--- src/rtl/matrix_mem_seq_pkg.sv ---
// Shared types and constants for the matrix memory sequencer.
// State encodings, matrix width and the lane address offset helper.
package matrix_mem_seq_pkg;

  localparam int unsigned MATRIX_W   = 128;
  localparam int unsigned LANE_SEL_W = 2;

  typedef enum logic [2:0] {
    MSEQ_IDLE  = 3'd0,
    MSEQ_STORE = 3'd1,
    MSEQ_LOAD  = 3'd2,
    MSEQ_LTAIL = 3'd3,
    MSEQ_DONE  = 3'd4
  } mseq_state_e;

  // Byte offset of a lane relative to the matrix base address.
  function automatic logic [31:0] lane_offset(input logic [LANE_SEL_W-1:0] beat);
    return {28'b0, beat, 2'b00};
  endfunction

endpackage

--- src/rtl/matrix_lane_mux.sv ---
// Selects one 32-bit lane of the latched matrix for store data.
module matrix_lane_mux
  import matrix_mem_seq_pkg::*;
#(
  parameter int unsigned BEATS  = 4,
  parameter int unsigned WORD_W = 32
) (
  input  logic [BEATS*WORD_W-1:0] matrix,
  input  logic [LANE_SEL_W-1:0]   sel,
  output logic [WORD_W-1:0]       lane
);

  always_comb begin
    lane = '0;
    for (int unsigned i = 0; i < BEATS; i++) begin
      if (sel == i[LANE_SEL_W-1:0]) lane = matrix[i*WORD_W +: WORD_W];
    end
  end

endmodule

--- src/rtl/matrix_mem_seq.sv ---
// MEM-stage sequencer: serialises a 128-bit matrix into four word writes,
// or gathers four word reads into a 128-bit load result.
module matrix_mem_seq
  import matrix_mem_seq_pkg::*;
#(
  parameter int unsigned BEATS  = 4,
  parameter int unsigned WORD_W = 32
) (
  input  logic                clk,
  input  logic                rstn,
  input  logic                st_req,
  input  logic                ld_req,
  input  logic [WORD_W-1:0]   base_addr,
  input  logic [MATRIX_W-1:0] st_matrix,
  output logic [WORD_W-1:0]   mem_addr,
  output logic [WORD_W-1:0]   mem_wdata,
  output logic                mem_we,
  output logic                mem_re,
  input  logic [WORD_W-1:0]   mem_rdata,
  output logic [MATRIX_W-1:0] ld_matrix,
  output logic                done,
  output logic                err,
  output logic                stall
);

  mseq_state_e           state, next_state;
  logic [LANE_SEL_W-1:0] beat;
  logic [WORD_W-1:0]     base_q;
  logic [MATRIX_W-1:0]   matrix_q;
  logic [WORD_W-1:0]     lane_data;
  logic [WORD_W-1:0]     beat_addr;
  logic                  req, aligned, accept, err_d, cap_en;
  logic [LANE_SEL_W-1:0] cap_lane;

  assign req       = st_req | ld_req;
  assign aligned   = (base_addr[1:0] == 2'b00);
  assign beat_addr = base_q + lane_offset(beat);

  matrix_lane_mux #(
    .BEATS  (BEATS),
    .WORD_W (WORD_W)
  ) u_lane_mux (
    .matrix (matrix_q),
    .sel    (beat),
    .lane   (lane_data)
  );

  always_ff @(posedge clk or negedge rstn) begin
    if (!rstn) state <= MSEQ_IDLE;
    else       state <= next_state;
  end

  // Memory strobes depend only on registered state; stall also sees the request.
  always_comb begin
    next_state = state;
    mem_we     = 1'b0;
    mem_re     = 1'b0;
    mem_addr   = '0;
    mem_wdata  = '0;
    done       = 1'b0;
    stall      = 1'b0;
    accept     = 1'b0;
    err_d      = 1'b0;
    cap_en     = 1'b0;
    cap_lane   = '0;
    case (state)
      MSEQ_IDLE: begin
        if (req) begin
          err_d = !aligned || (st_req && ld_req);
          if (aligned) begin
            accept     = 1'b1;
            stall      = 1'b1;
            next_state = st_req ? MSEQ_STORE : MSEQ_LOAD;
          end
        end
      end
      MSEQ_STORE: begin
        mem_we    = 1'b1;
        mem_addr  = beat_addr;
        mem_wdata = lane_data;
        stall     = 1'b1;
        if (beat == 2'd3) next_state = MSEQ_DONE;
      end
      MSEQ_LOAD: begin
        mem_re   = 1'b1;
        mem_addr = beat_addr;
        stall    = 1'b1;
        cap_en   = (beat != 2'd0);
        cap_lane = beat - 2'd1;
        if (beat == 2'd3) next_state = MSEQ_LTAIL;
      end
      MSEQ_LTAIL: begin
        stall      = 1'b1;
        cap_en     = 1'b1;
        cap_lane   = 2'd3;
        next_state = MSEQ_DONE;
      end
      MSEQ_DONE: begin
        done       = 1'b1;
        next_state = MSEQ_IDLE;
      end
      default: next_state = MSEQ_IDLE;
    endcase
  end

  always_ff @(posedge clk or negedge rstn) begin
    if (!rstn) begin
      beat      <= '0;
      base_q    <= '0;
      matrix_q  <= '0;
      ld_matrix <= '0;
      err       <= 1'b0;
    end else begin
      err <= err_d;
      if (accept) begin
        base_q   <= base_addr;
        matrix_q <= st_matrix;
        beat     <= '0;
      end else if (state == MSEQ_STORE || state == MSEQ_LOAD) begin
        beat <= beat + 2'd1;
      end
      // Read data trails the strobe by one cycle, so lanes fill one beat behind.
      for (int unsigned i = 0; i < BEATS; i++) begin
        if (cap_en && cap_lane == i[LANE_SEL_W-1:0])
          ld_matrix[i*WORD_W +: WORD_W] <= mem_rdata;
      end
    end
  end

endmodule
--- config.mk ---
export PLATFORM = sky130hd
export DESIGN_NAME = matrix_mem_seq
export DESIGN_NICKNAME = d
export VERILOG_FILES = /design/src/rtl/matrix_mem_seq_pkg.sv /design/src/rtl/matrix_lane_mux.sv /design/src/rtl/matrix_mem_seq.sv
export SDC_FILE = /design/constraint.sdc
export NUM_CORES = 1
export LEC_CHECK = 0
export CAP_MARGIN = 40
export CORE_MARGIN = 4
export CORE_UTILIZATION = 47
export DETAILED_ROUTE_END_ITERATION = 7
export PLACE_DENSITY_LB_ADDON = 0.1
export SLEW_MARGIN = 20
export SYNTH_ARGS = -nofsm -noshare
export SYNTH_HDL_FRONTEND = slang
export SYNTH_HIERARCHICAL = 1
export SYNTH_SLANG_ARGS = --single-unit
--- constraint.sdc ---
create_clock -name clk -period 2.71 [get_ports clk]
set_input_delay 0.4065 -clock clk [delete_from_list [all_inputs] [get_ports clk]]
set_output_delay 0.4065 -clock clk [all_outputs]
set_load 0.02 [all_outputs]
==> summary.txt, run 1 <==
Timing
  – PnR worst setup slack: -0.2751 ns
  – RSZ-0062 raised after global routing: true
  – Final setup vio count: 16
  – Post-Route Setup TNS: -2.765 ns
  – Final-report hold violation count: 0
  – Fin Clk Skew: 0.01403 ns
  – Worst Max-Slew Pin Slew: 0.6400 ns
  – Final min period: 2.985 ns
  – FMAX: 335.0 MHz
  – Final Cycle Share: 110.1%
  – Max-slew headroom: 57.33%
  – Worst hold margin: 0.4630 ns
  – Max Slew Vio Count: 0

Worst setup path
  – Crit-path max FO: 5
  – Critical path class: reg -> out
  – CP Capture Type: output port
  – Reg2Reg Depth: 10
  – Worst Setup Start Kind: flop
  – Req. time, crit path: 2.30 ns
  – Worst R2R End: ld_matrix[102]
  – Critical Path AT: 2.58 ns
  – FF-to-FF setup slack: 0.25 ns
  – Reg2Reg Launch Point: beat[0]

Logic synthesis
  – Mux cell area share after synthesis: 30.82%
  – Yosys warns: 6
  – Asr flop ratio synth: 100.0%
  – Syn_nets: 1058
  – Leading area contributor after synthesis: dfrtp_1
  – Synth unique cells: 42
  – Number of synthesized flops with an enable pin: 0
  – Cell area after synthesis: 0.01281 mm^2
  – Post-synthesis average cell area: 14.95 um^2
  – Simple-Gate Fraction of Synth Area: 5.937%
  – Synth Area in Adders: 0.6249%
  – Syn Inst Count: 857
  – Yosys reg bits: 294
  – Synth Area in Compound Gates: 1.767%
  – Main combinational cell family by area after synthesis: multiplexers
  – Post-synth top area share: 57.42%
  – Post-synthesis xor/xnor area fraction: 0.9569%
  – Seq/Total Area, Yosys: 57.42%
  – Top FF cell, synth: dfrtp_1
  – Area contributors post-synth: dfrtp_1 (57%), mux2_2 (25%), mux4_2 (5.3%), and2_1 (1.8%), buf_2 (1.2%)

Floorplanning
  – Die Wd: 173.1 um
  – # IOs: 393
  – DIE AREA: 0.02997 mm^2
  – Die H: 173.1 um
  – Core area: 0.02688 mm^2
  – Site Rows: 60
  – Initial core utilization: 47.68%

Power and ir drop
  – NetSw: 8322 uW
  – Power Density: 1265 mW/mm^2
  – Clk pwr share: 18.4%
  – Leak pwr: 0.007983 uW
  – VDD IR max: 829.1 uV
  – Sequential Power Share: 32.6%
  – Combinational share of power: 49.1%
  – Int Power: 15670 uW
  – Sw Ratio: 34.68%

Detailed routing
  – DR pass1 iterations: 4
  – Detailed Route WL: 35.74 mm
  – Vias per cell: 5.291
  – Routed len/inst: 21.15 um
  – Drt drc: 0
  – Remaining antenna violation count after routing: 0
  – Initial DRC Count: 348
  – Vias: 8942

GRT
  – Total GRT Usage: 23.82%
  – Vias in the first global route: 9892
  – Initial antenna violation count: 4
  – Global-route wire length before repair: 56.74 mm
  – Remaining global-route overflow: 0
  – Largest net degree at the start of global routing: 65

Clock network
  – Clock buffer depth: 3
  – Clock sinks: 294
  – Num CTS Buffers: 34
  – H-tree levels: 2
  – CTS tree: done
  – Reg clk slew, reported paths: 0.06 ns
  – Root Driver: clkbuf_16
  – Clock latency on the worst-skew pair: 0.50 ns

Flow run
  – Max-cap violation count: 0

Placed design
  – Dpl cell area: 0.01755 mm^2
  – IO buf count: 392
  – Post-detail-place hpwl: 24.96 mm
  – Gpl congestion: 0.8434
  – Placed cells: 1605

Cells and area
  – Fin util: 70.59%
  – Final Non-Filler Cells: 1690
  – Layout cells sized above 1: 39.60%
  – Nets: 1523
  – Most frequent cells in the layout: clkdlybuf4s50_1 (329), dfrtp_1 (292), mux2_2 (284), buf_4 (72), clkbuf_16 (37)
  – Area Overhead vs Synth: 48.06%
  – Post-route cell area: 0.01897 mm^2
  – Commonest non-fill, non-tap cell in the layout: clkdlybuf4s50_1

Status
  – Status: finished with violations
  – Failing checks: negative setup slack

Hold path
  – Hold crit path type: in -> async
## synthesized netlist by cell type (3+ instances only)
cell      instances
o21ai_0           7
o31ai_1          10
ha_1              4
nor2b_1           4
xnor2_1           8
nand3_1          10
and2_1           37
or3_1             7
nand4_1           7
buf_2            32
mux2_2          284
nand2_1          10
buf_12            3
and4_1            5
or4_1            11
xor2_1            6
clkbuf_1          9
buf_1             4
a21oi_1          21
nor2_1           20
nor3_1            4
mux4_2           30
dfrtp_1         294
inv_1             8
## stage by stage
stage | setup slack (ns) | power [uW]
after floorplan | 0.02137 | 14000
after global placement | -0.2167 | 19140
after detailed placement | -0.2165 | 19350
after CTS | -0.2615 | 24160
after global routing | -0.3155 | 25380
final | -0.2751 | 23990
## state kept, by name, indices dropped and copies added (netlist names)
signal / count
beat: 2
base_q: 32
err: 1
state: 3
matrix_q: 128
ld_matrix: 128
## power groups by stage
| stage | combinational (uW) | clock, uW | sequential [uW] |
|---|---|---|---|
| after floorplan | 5090 | 0 | 8910 |
| final | 11800 | 4410 | 7810 |
| after CTS | 11800 | 4520 | 7810 |
| after global routing | 12600 | 4750 | 8080 |
| after detailed placement | 11500 | 0 | 7840 |
| after global placement | 11400 | 0 | 7720 |
## worst max path at each step
stage	endpoint	cells after the start	from	slack, ns
floorplan	mem_addr[24]	8	beat[0]	0.02
global placement	mem_addr[31]	6	beat[1]	-0.22
detailed placement	mem_addr[19]	7	beat[1]	-0.22
CTS	mem_addr[27]	6	beat[1]	-0.26
global route	mem_addr[19]	7	base_q[3]	-0.32
finish	mem_addr[19]	7	base_q[3]	-0.28
## kinds of logic after synthesis
family                     count (synthesis)
DFF                                      294
adders and majority gates                  6
muxes                                    318
xor gates and xnor gates                  14
AOI/OAI and AO/OA                         40
buffers and inverters                     58
and+or+nand+nor                          127
## metal layers
metal | vias up | wire length, um | global-route usage [%]
met2 | 334 | 17180 | 39.34
met4 | 2 | 1148 | 8.247
li1 | 4059 | - | -
met1 | 4483 | 14320 | 29.14
met5 | - | 11 | 0
met3 | 64 | 3080 | 8.679
## critical path, cell delays in order (launching register included)
cell and delay, ns:
dfrtp_1 0.41, ha_4 0.29, a21oi_4 0.06, or4_4 0.52, buf_6 0.15, or3_4 0.33
a21oi_2 0.15, buf_4 0.17
## cell type report
cell class	instances	area [um^2]
flip-flops and latches	294	7360
fillers	1910	7904
clock inverters	8	40.04
multi-input cells	506	5294
clock buffers	52	1062
diodes	3	7.507
well taps	341	426.7
repair buffers	478	4752
inverters	8	30.03
## timing repair
action | 4_1_cts | 5_1_grt
hold endpoints to repair | 57 | 0
pin swaps | 15 | 8
gates cloned | 3 | 0
setup endpoints to repair | 62 | 33
hold buffers | 1 | 0
setup buffers | 12 | 7
resized for setup | 247 | 26
No activity file was read; power rests on OpenSTA's default activity.
==> run 2, diff against run 1 <==
- SYNTH_HIERARCHICAL: 1 -> not set
==> run 2 against run 1 <==
  * The run still ends with negative setup slack left
  * Sequential share of layout area decreased by 1.9 points
  * Clock power increased by 2%
  * Largest cell class unchanged
  * Cell area rose by 5.1%
  * Largest power group unchanged
  * Global-route usage grew 0.67 points
  * Critical path depth down 1
  * Clock-buffer cell count decreased by 2
  * First-iteration DRC count is 55% higher
  * Sequential power increased by 1%
  * Combinational power up 14%
==> summary.txt, run 2 <==
Status
  – Status: finished with violations
  – Failing checks: negative setup slack

Cells and area
  – Largest regs: ld_matrix x128, matrix_q x128, base_q x32
  – Area Overhead vs Synth: 54.48%
  – Most frequent cells in the layout: clkdlybuf4s50_1 (327), dfrtp_1 (293), mux2_2 (287), buf_4 (97)
  – Commonest non-fill, non-tap cell in the layout: clkdlybuf4s50_1
  – Register Area: 0.007358 mm^2 (about the same)
  – Final Non-Filler Cells: 1823 (+7.9%)
  – Post-route cell area: 0.01994 mm^2 (+5.1%)
  – Filler cell count: 1882 (-1.5%)
  – Multi-input combinational cell area: 0.005699 mm^2 (+7.7%)
  – Nets: 1660 (+9.0%)
  – Layout cells sized above 1: 41.45% (+1.8 points)

GRT
  – Total GRT Usage: 24.49% (+0.67 points)
  – Remaining global-route overflow: 0 (unchanged)
  – Initial antenna violation count: 5 (+1)
  – Largest net degree at the start of global routing: 81 (+25%)
  – Vias in the first global route: 10350 (+4.6%)
  – Global-route wire length before repair: 59.02 mm (+4.0%)

Detailed routing
  – DR pass1 iterations: 5 (+1)
  – Routed len/inst: 20.80 um (-1.6%)
  – Metal-1 WL: 15.29 mm (+6.8%)
  – Detailed Route WL: 37.92 mm (+6.1%)
  – Drt drc: 0 (unchanged)
  – Wire length on met3: 2.834 mm (-8.0%)
  – Initial DRC Count: 541 (+55%)
  – WL met2: 18.63 mm (+8.4%)
  – Vias per cell: 5.399 (+2.0%)
  – Vias: 9843 (+10%)
  – Remaining antenna violation count after routing: 0 (unchanged)
  – DR top layer: met5

Worst setup path
  – Crit path depth: 6 (-1)
  – Cell family with most CP delay: simple AND/OR/NAND/NOR gates
  – CP Capture Type: output port
  – Worst path max stage delay: 0.57 ns (+0.05 ns)
  – Crit path cell chain: nand4_4 > buf_4 > or4_4 > or4_4 > a21oi_2 > buf_4
  – Reg2Reg Launch Point: state[0]
  – Worst path slowest cell: or4_4
  – FF-to-FF setup slack: 0.62 ns (+0.37 ns)
  – Crit-path max FO: 5 (unchanged)
  – Worst Setup Start Kind: flop
  – Req. time, crit path: 2.30 ns (about the same)
  – Reg2Reg Depth: 6 (-4)
  – Worst R2R End: ld_matrix[68]
  – Critical Path AT: 2.56 ns (-0.02 ns)
  – Worst path bufs/invs: 2 (unchanged)
  – Critical path class: reg -> out

Logic synthesis
  – Seq/Total Area, Yosys: 57.01% (-0.41 points)
  – Yosys warns: 0 (-6)
  – Post-synthesis average cell area: 13.26 um^2 (-11%)
  – Cell with the most instances after synthesis: dfrtp_1
  – Top FF cell, synth: dfrtp_1
  – Post-synth top area share: 57.01% (-0.41 points)
  – Leading area contributor after synthesis: dfrtp_1
  – Number of synthesized flops with an enable pin: 0 (unchanged)
  – Synth unique cells: 46 (+9.5%)
  – Syn_nets: 1176 (+11%)
  – Area contributors post-synth: dfrtp_1 (57%), mux2_2 (25%), a211o_1 (2.2%), a221oi_1 (2.1%), a21oi_1 (1.9%)
  – Syn Inst Count: 973 (+14%)
  – Cell area after synthesis: 0.01290 mm^2 (+0.71%)
  – Asr flop ratio synth: 100.0% (unchanged)
  – Yosys reg bits: 294 (unchanged)
  – Most frequent cells after synthesis: dfrtp_1 (294), mux2_2 (287), a21oi_1 (50), clkbuf_1 (48), nand2_1 (45)

Clock network
  – Num CTS Buffers: 34 (unchanged)
  – CTS tree: done
  – Reg clk slew, reported paths: 0.06 ns (about the same)
  – Clock buffer depth: 3 (unchanged)
  – Clock latency on the worst-skew pair: 0.50 ns (about the same)
  – Root Driver: clkbuf_16
  – H-tree levels: 2 (unchanged)
  – Clock sinks: 294 (unchanged)

Timing
  – Final-report hold violation count: 0 (unchanged)
  – Max Slew Vio Count: 0 (unchanged)
  – Final Cycle Share: 109.3% (-0.81 points)
  – Final min period: 2.963 ns (-0.02205 ns)
  – RSZ-0062 raised after global routing: true
  – Final setup vio count: 35 (+19)
  – FMAX: 337.5 MHz (+0.74%)
  – Worst hold margin: 0.4893 ns (+0.02636 ns)
  – Fin Clk Skew: 0.01942 ns (+0.005393 ns)
  – Worst Max-Slew Pin Slew: 0.6636 ns (+0.02363 ns)
  – Max-slew headroom: 55.76% (-1.6 points)
  – PnR worst setup slack: -0.2530 ns (+0.02205 ns)

Power and ir drop
  – VDD IR max: 773.7 uV (-6.7%)
  – Leak pwr: 0.008387 uW (+5.1%)
  – Power Density: 1297 mW/mm^2 (+2.5%)
  – Tot Pwr: 25850 uW (+7.7%)

Floorplanning
  – Die Wd: 173.7 um (+0.34%)
  – Die H: 173.7 um (+0.34%)
  – Core area: 0.02695 mm^2 (+0.28%)
  – Initial core utilization: 47.88% (+0.21 points)
  – DIE AREA: 0.03017 mm^2 (+0.68%)
  – Site Rows: 60 (unchanged)
  – # IOs: 393 (unchanged)

Placed design
  – Gpl congestion: 0.8570 (+1.6%)
  – IO buf count: 392 (unchanged)
  – Dpl cell area: 0.01797 mm^2 (+2.4%)
  – Placed cells: 1733 (+8.0%)
  – Post-detail-place hpwl: 26.13 mm (+4.7%)

Hold path
  – Hold crit path type: in -> async

Flow run
  – Max-cap violation count: 0 (unchanged)
run 2: cell count changes in the layout (fill, tap and decap cells not counted), sizes merged, moves of 4 or more:
| cell | previous run | this run |
|---|---|---|
| buf | 125 | 170 |
| clkinv | 8 | 4 |
| mux4 | 32 | 0 |
| and2 | 37 | 5 |
| xnor2 | 8 | 12 |
| a21oi | 21 | 50 |
| inv | 8 | 39 |
| a211o | 0 | 32 |
| dlygate4sd2 | 16 | 4 |
| nand2 | 10 | 45 |
| a221oi | 0 | 31 |
run 2: per-stage QoR:
step / utilization, % / TNS [ns] / setup slack [ns]
after global placement: 66.67 / -5.461 / -0.3341
after CTS: 71.79 / -7.197 / -0.2886
after floorplan: - / 0 / 0.01010
final: 73.97 / -2.873 / -0.2530
after detailed placement: 66.67 / -6.014 / -0.3462
after global routing: 73.97 / -7.157 / -0.3243
run 2: logic make-up after synthesis:
| logic type | Yosys count | share of synthesized area (%) |
|---|---|---|
| and+or+nand+nor | 133 | 5.643 |
| adders and majority gates | 7 | 0.7369 |
| AOI/OAI and AO/OA | 136 | 7.456 |
| xor gates and xnor gates | 15 | 1.018 |
| DFF | 294 | 57.01 |
| muxes | 287 | 25.04 |
| buffers and inverters | 101 | 3.093 |
run 2: where the power goes:
| part | total, uW | switching, uW | internal, uW |
|---|---|---|---|
| Sequential | 7920 | 1290 | 6620 |
| Clock | 4520 | 1750 | 2770 |
| Combinational | 13400 | 6370 | 7040 |
| Total | 25800 | 9420 | 16400 |
run 2: per-layer routing:
metal / global-route usage (%) / vias up
met5: 0 / -
met4: 7.027 / 4
met3: 7.525 / 72
met2: 40.94 / 324
met1: 31.03 / 4931
li1: - / 4512
run 2: worst reg2reg max path, cell delays in order, from the launching register on:
cell and delay, ns:
dfrtp_2 0.45, buf_4 0.18, nor3b_1 0.32, nor2b_1 0.30, nand3b_1 0.17, buf_12 0.21, mux2_2 0.34
run 2: timing repair:
item / CTS / global route
pin swaps: 27 / 86
resized for setup: 323 / 112
buffers inserted: 15 / 8
hold endpoints to repair: 71 / 0
cloned: 3 / 2
endpoints found under the setup margin: 63 / 61
hold buffers: 1 / 0
run 2: worst max path at each step:
stage	from	to	slack, ns
after detailed placement	base_q[3]	mem_addr[31]	-0.35
after global placement	base_q[3]	mem_addr[31]	-0.33
final	base_q[11]	mem_addr[31]	-0.25
after floorplan	beat[1]	mem_addr[27]	0.01
after CTS	beat[1]	mem_addr[31]	-0.29
after global routing	beat[1]	mem_addr[31]	-0.32
run 2: cell type report:
class	instances	area share, %
diodes	3	0.03766
repair buffers	510	26.00
multi-input cells	579	28.59
clock inverters	8	0.4833
clock buffers	50	5.078
flip-flops and latches	294	36.91
well taps	341	2.140
inverters	38	0.7657
==> run 3, diff against run 2 <==
- ABC_AREA: not set -> 1
- CORE_ASPECT_RATIO: not set -> 0.75
==> run 3 against run 2 <==
  * The run still ends with negative setup slack left
  * Synthesized area up 0.50%
  * Clock power up 2%
  * Largest power group unchanged
  * Largest cell class unchanged
  * Highest routed layer is now met4
  * Critical path depth up 5
  * Global-route usage up 2.1 points
  * Register-to-register slack worse by 0.06 ns
  * Non-clock buffer count down 65
  * First-iteration DRC count up 46%
==> summary.txt, run 3 <==
GRT
  – Remaining global-route overflow: 0 (unchanged)
  – Met1 usage in global routing: 36.91% (+5.9 points)
  – Vias in the first global route: 12110 (+17%)
  – Most Crowded Layer GR: met2
  – Largest net degree at the start of global routing: 146 (+80%)
  – Grt met2 use: 42.48% (+1.5 points)
  – Met3 usage: 6.863% (-0.66 points)
  – Total GRT Usage: 26.59% (+2.1 points)
  – Global-route wire length before repair: 65.68 mm (+11%)
  – Initial antenna violation count: 1 (-4)

Logic synthesis
  – Top FF cell, synth: dfrtp_1
  – Number of synthesized flops with an enable pin: 0 (unchanged)
  – Post-synth top area share: 56.72% (-0.29 points)
  – Yosys reg bits: 294 (unchanged)
  – Asr flop ratio synth: 100.0% (unchanged)
  – Leading area contributor after synthesis: dfrtp_1
  – Yosys warns: 0 (unchanged)
  – Seq/Total Area, Yosys: 56.72% (-0.29 points)
  – Syn Inst Count: 1619 (+66%)
  – Cell area after synthesis: 0.01297 mm^2 (+0.50%)
  – Syn_nets: 1822 (+55%)
  – Area contributors post-synth: dfrtp_1 (57%), nand2_1 (20%), o21ai_0 (7.1%), a21oi_1 (4.2%), nor2_1 (3.2%)
  – Most frequent cells after synthesis: nand2_1 (674), dfrtp_1 (294), o21ai_0 (185), a21oi_1 (110), nor2_1 (109)
  – Cell with the most instances after synthesis: nand2_1
  – Synth unique cells: 26 (-43%)
  – Post-synthesis average cell area: 8.011 um^2 (-40%)

Timing
  – RSZ-0062 raised after global routing: true
  – FMAX: 364.0 MHz (+7.9%)
  – Final setup vio count: 19 (-46%)
  – Fin Clk Skew: 0.02280 ns (+0.003380 ns)
  – Post-Route Setup TNS: -0.2370 ns (+2.636 ns)
  – Final Cycle Share: 101.4% (-8.0 points)
  – PnR worst setup slack: -0.03730 ns (+0.2157 ns)
  – Max Slew Vio Count: 0 (unchanged)
  – Final-report hold violation count: 0 (unchanged)
  – Final min period: 2.747 ns (-0.2157 ns)
  – Max-slew headroom: 55.20% (-0.56 points)
  – Worst hold margin: 0.3617 ns (-0.1276 ns)
  – Worst Max-Slew Pin Slew: 0.6720 ns (+0.008410 ns)

Worst setup path
  – Crit-path max FO: 5 (unchanged)
  – Worst Setup Start Kind: flop
  – Worst path slowest cell: dfrtp_2
  – Crit path cell chain: ha_4 > fa_2 > nand2_2 > nor2_2 > nand2_2 > inv_2 > nand3_2 > nand2_1 > nand2_1 > nor2_1 > buf_4
  – Worst path max stage delay: 0.45 ns (-0.12 ns)
  – Critical path class: reg -> out
  – Req. time, crit path: 2.30 ns (about the same)
  – CP Capture Type: output port
  – Critical Path AT: 2.34 ns (-0.22 ns)

Clock network
  – Num CTS Buffers: 30 (-12%)
  – Clock sinks: 294 (unchanged)
  – Root Driver: clkbuf_16
  – Clock latency on the worst-skew pair: 0.57 ns (+0.07 ns)
  – CTS tree: done
  – H-tree levels: 1 (-1)
  – Clock buffer depth: 3 (unchanged)
  – Reg clk slew, reported paths: 0.07 ns (about the same)

Placed design
  – Gpl congestion: 0.9701 (+13%)
  – Post-detail-place hpwl: 28.76 mm (+10%)
  – IO buf count: 392 (unchanged)
  – Placed cells: 2312 (+33%)

Flow run
  – Max-cap violation count: 0 (unchanged)

Detailed routing
  – Detailed Route WL: 43.23 mm (+14%)
  – Vias per cell: 5.237 (-3.0%)
  – Routed len/inst: 18.14 um (-13%)
  – Remaining antenna violation count after routing: 0 (unchanged)
  – Initial DRC Count: 789 (+46%)
  – Vias: 12480 (+27%)
  – DR pass1 iterations: 5 (unchanged)
  – Drt drc: 0 (unchanged)

Status
  – Failing checks: negative setup slack
  – Status: finished with violations

Cells and area
  – Commonest non-fill, non-tap cell in the layout: nand2_1
  – Largest regs: ld_matrix x128, matrix_q x128, base_q x32
  – Register Area: 0.007358 mm^2 (unchanged)
  – Most frequent cells in the layout: nand2_1 (664), clkdlybuf4s50_1 (325), dfrtp_1 (293), o21ai_0 (183), nor2_1 (100)
  – Area Overhead vs Synth: 46.76%
  – Multi-input combinational cell area: 0.005245 mm^2 (-8.0%)
  – Filler cell count: 2165 (+15%)
  – Fin util: 70.33% (-3.6 points)
  – Nets: 2210 (+33%)
  – Layout cells sized above 1: 11.96% (-29 points)
  – Final Non-Filler Cells: 2383 (+31%)

Hold path
  – Hold crit path type: in -> reg

Floorplanning
  – DIE AREA: 0.03035 mm^2 (+0.58%)
  – Core area: 0.02707 mm^2 (+0.43%)
  – # IOs: 393 (unchanged)
  – Site Rows: 52 (-13%)
  – Die Wd: 199.8 um (+15%)
  – Initial core utilization: 47.92% (about the same)
  – Die H: 151.9 um (-13%)

Power and ir drop
  – VDD IR max: 854.6 uV (+10%)
  – Leak pwr: 0.009150 uW (+9.1%)
  – Power Density: 1254 mW/mm^2 (-3.3%)
[run 3: changes by cell type after synthesis, moves of 31 or more]
cell	previous run	this run
mux2_2	287	0
nor2_1	18	109
a211o_1	32	0
nand2_1	45	674
a221oi_1	31	0
a21oi_1	50	110
o21ai_0	6	185
inv_1	38	81
[run 3: per-stage QoR]
stage | area, um^2 | worst slack, ns | total power (uW)
2_1_floorplan | 12970 | 0.3745 | 13300
3_3_place_gp | 17460 | 0.009679 | 18190
3_5_place_dp | 17460 | -0.03661 | 18440
4_1_cts | 18580 | -0.03884 | 23150
5_1_grt | 19030 | -0.1489 | 25330
6_report | 19030 | -0.03730 | 23860
[run 3: kinds of logic after synthesis]
| logic type | count (synthesis) | share of synthesized area, % |
|---|---|---|
| and+or+nand+nor | 842 | 25.34 |
| AOI/OAI and AO/OA | 301 | 11.68 |
| DFF | 294 | 56.72 |
| buffers and inverters | 172 | 5.316 |
| adders and majority gates | 7 | 0.7332 |
| xor gates and xnor gates | 3 | 0.2026 |
[run 3: cell type report]
class | count | area share [%]
Inverter | 83 | 1.742
Timing Repair Buffer | 445 | 23.90
Antenna cell | 1 | 0.01315
Sequential cell | 294 | 38.66
Clock buffer | 43 | 4.568
Multi-Input combinational cell | 1153 | 27.56
Tap cell | 351 | 2.307
Clock inverter | 13 | 1.256
[run 3: worst paths after layout]
check,start,end,slack [ns],depth (start not counted)
hold / removal,st_matrix[120],matrix_q[120],0.36,3
setup / recovery,beat[0],mem_addr[20],-0.04,11
max in group asynchronous,rstn,base_q[9],1.43,3
min in group asynchronous,rstn,ld_matrix[102],0.42,2
setup reg to reg,beat[1],ld_matrix[84],0.56,9
hold reg to reg,matrix_q[106],matrix_q[106],0.47,2
[run 3: worst max-delay path, delay by kind of cell, from the launching register on]
kind                     cells  cell delay, ns
adder cells (fa/ha/maj)      2            0.63
AND/OR/NAND/NOR              7            0.51
flip-flops                   1            0.45
buffers and inverters        2            0.21
[run 3: report_power, final]
part / leakage [uW] / internal [uW] / switching (uW) / total (uW)
logic: 0.00505 / 4830 / 6560 / 11400
registers: 0.00357 / 6480 / 1370 / 7850
clock network: 0.000535 / 2810 / 1810 / 4620
[run 3: layer usage]
layer	share of wire, %	vias up
li1	-	5905
met1	42	5978
met2	46	520
met3	9.0	77
met4	2.6	0
met5	0	-
[run 3: timing repair]
item / 4_1_cts / 5_1_grt
resized for setup: 340 / 86
hold buffers: 1 / 0
gates cloned: 0 / 7
pin swaps: 8 / 17
hold endpoints to repair: 75 / 0
buffers inserted: 4 / 2
endpoints found under the setup margin: 65 / 60
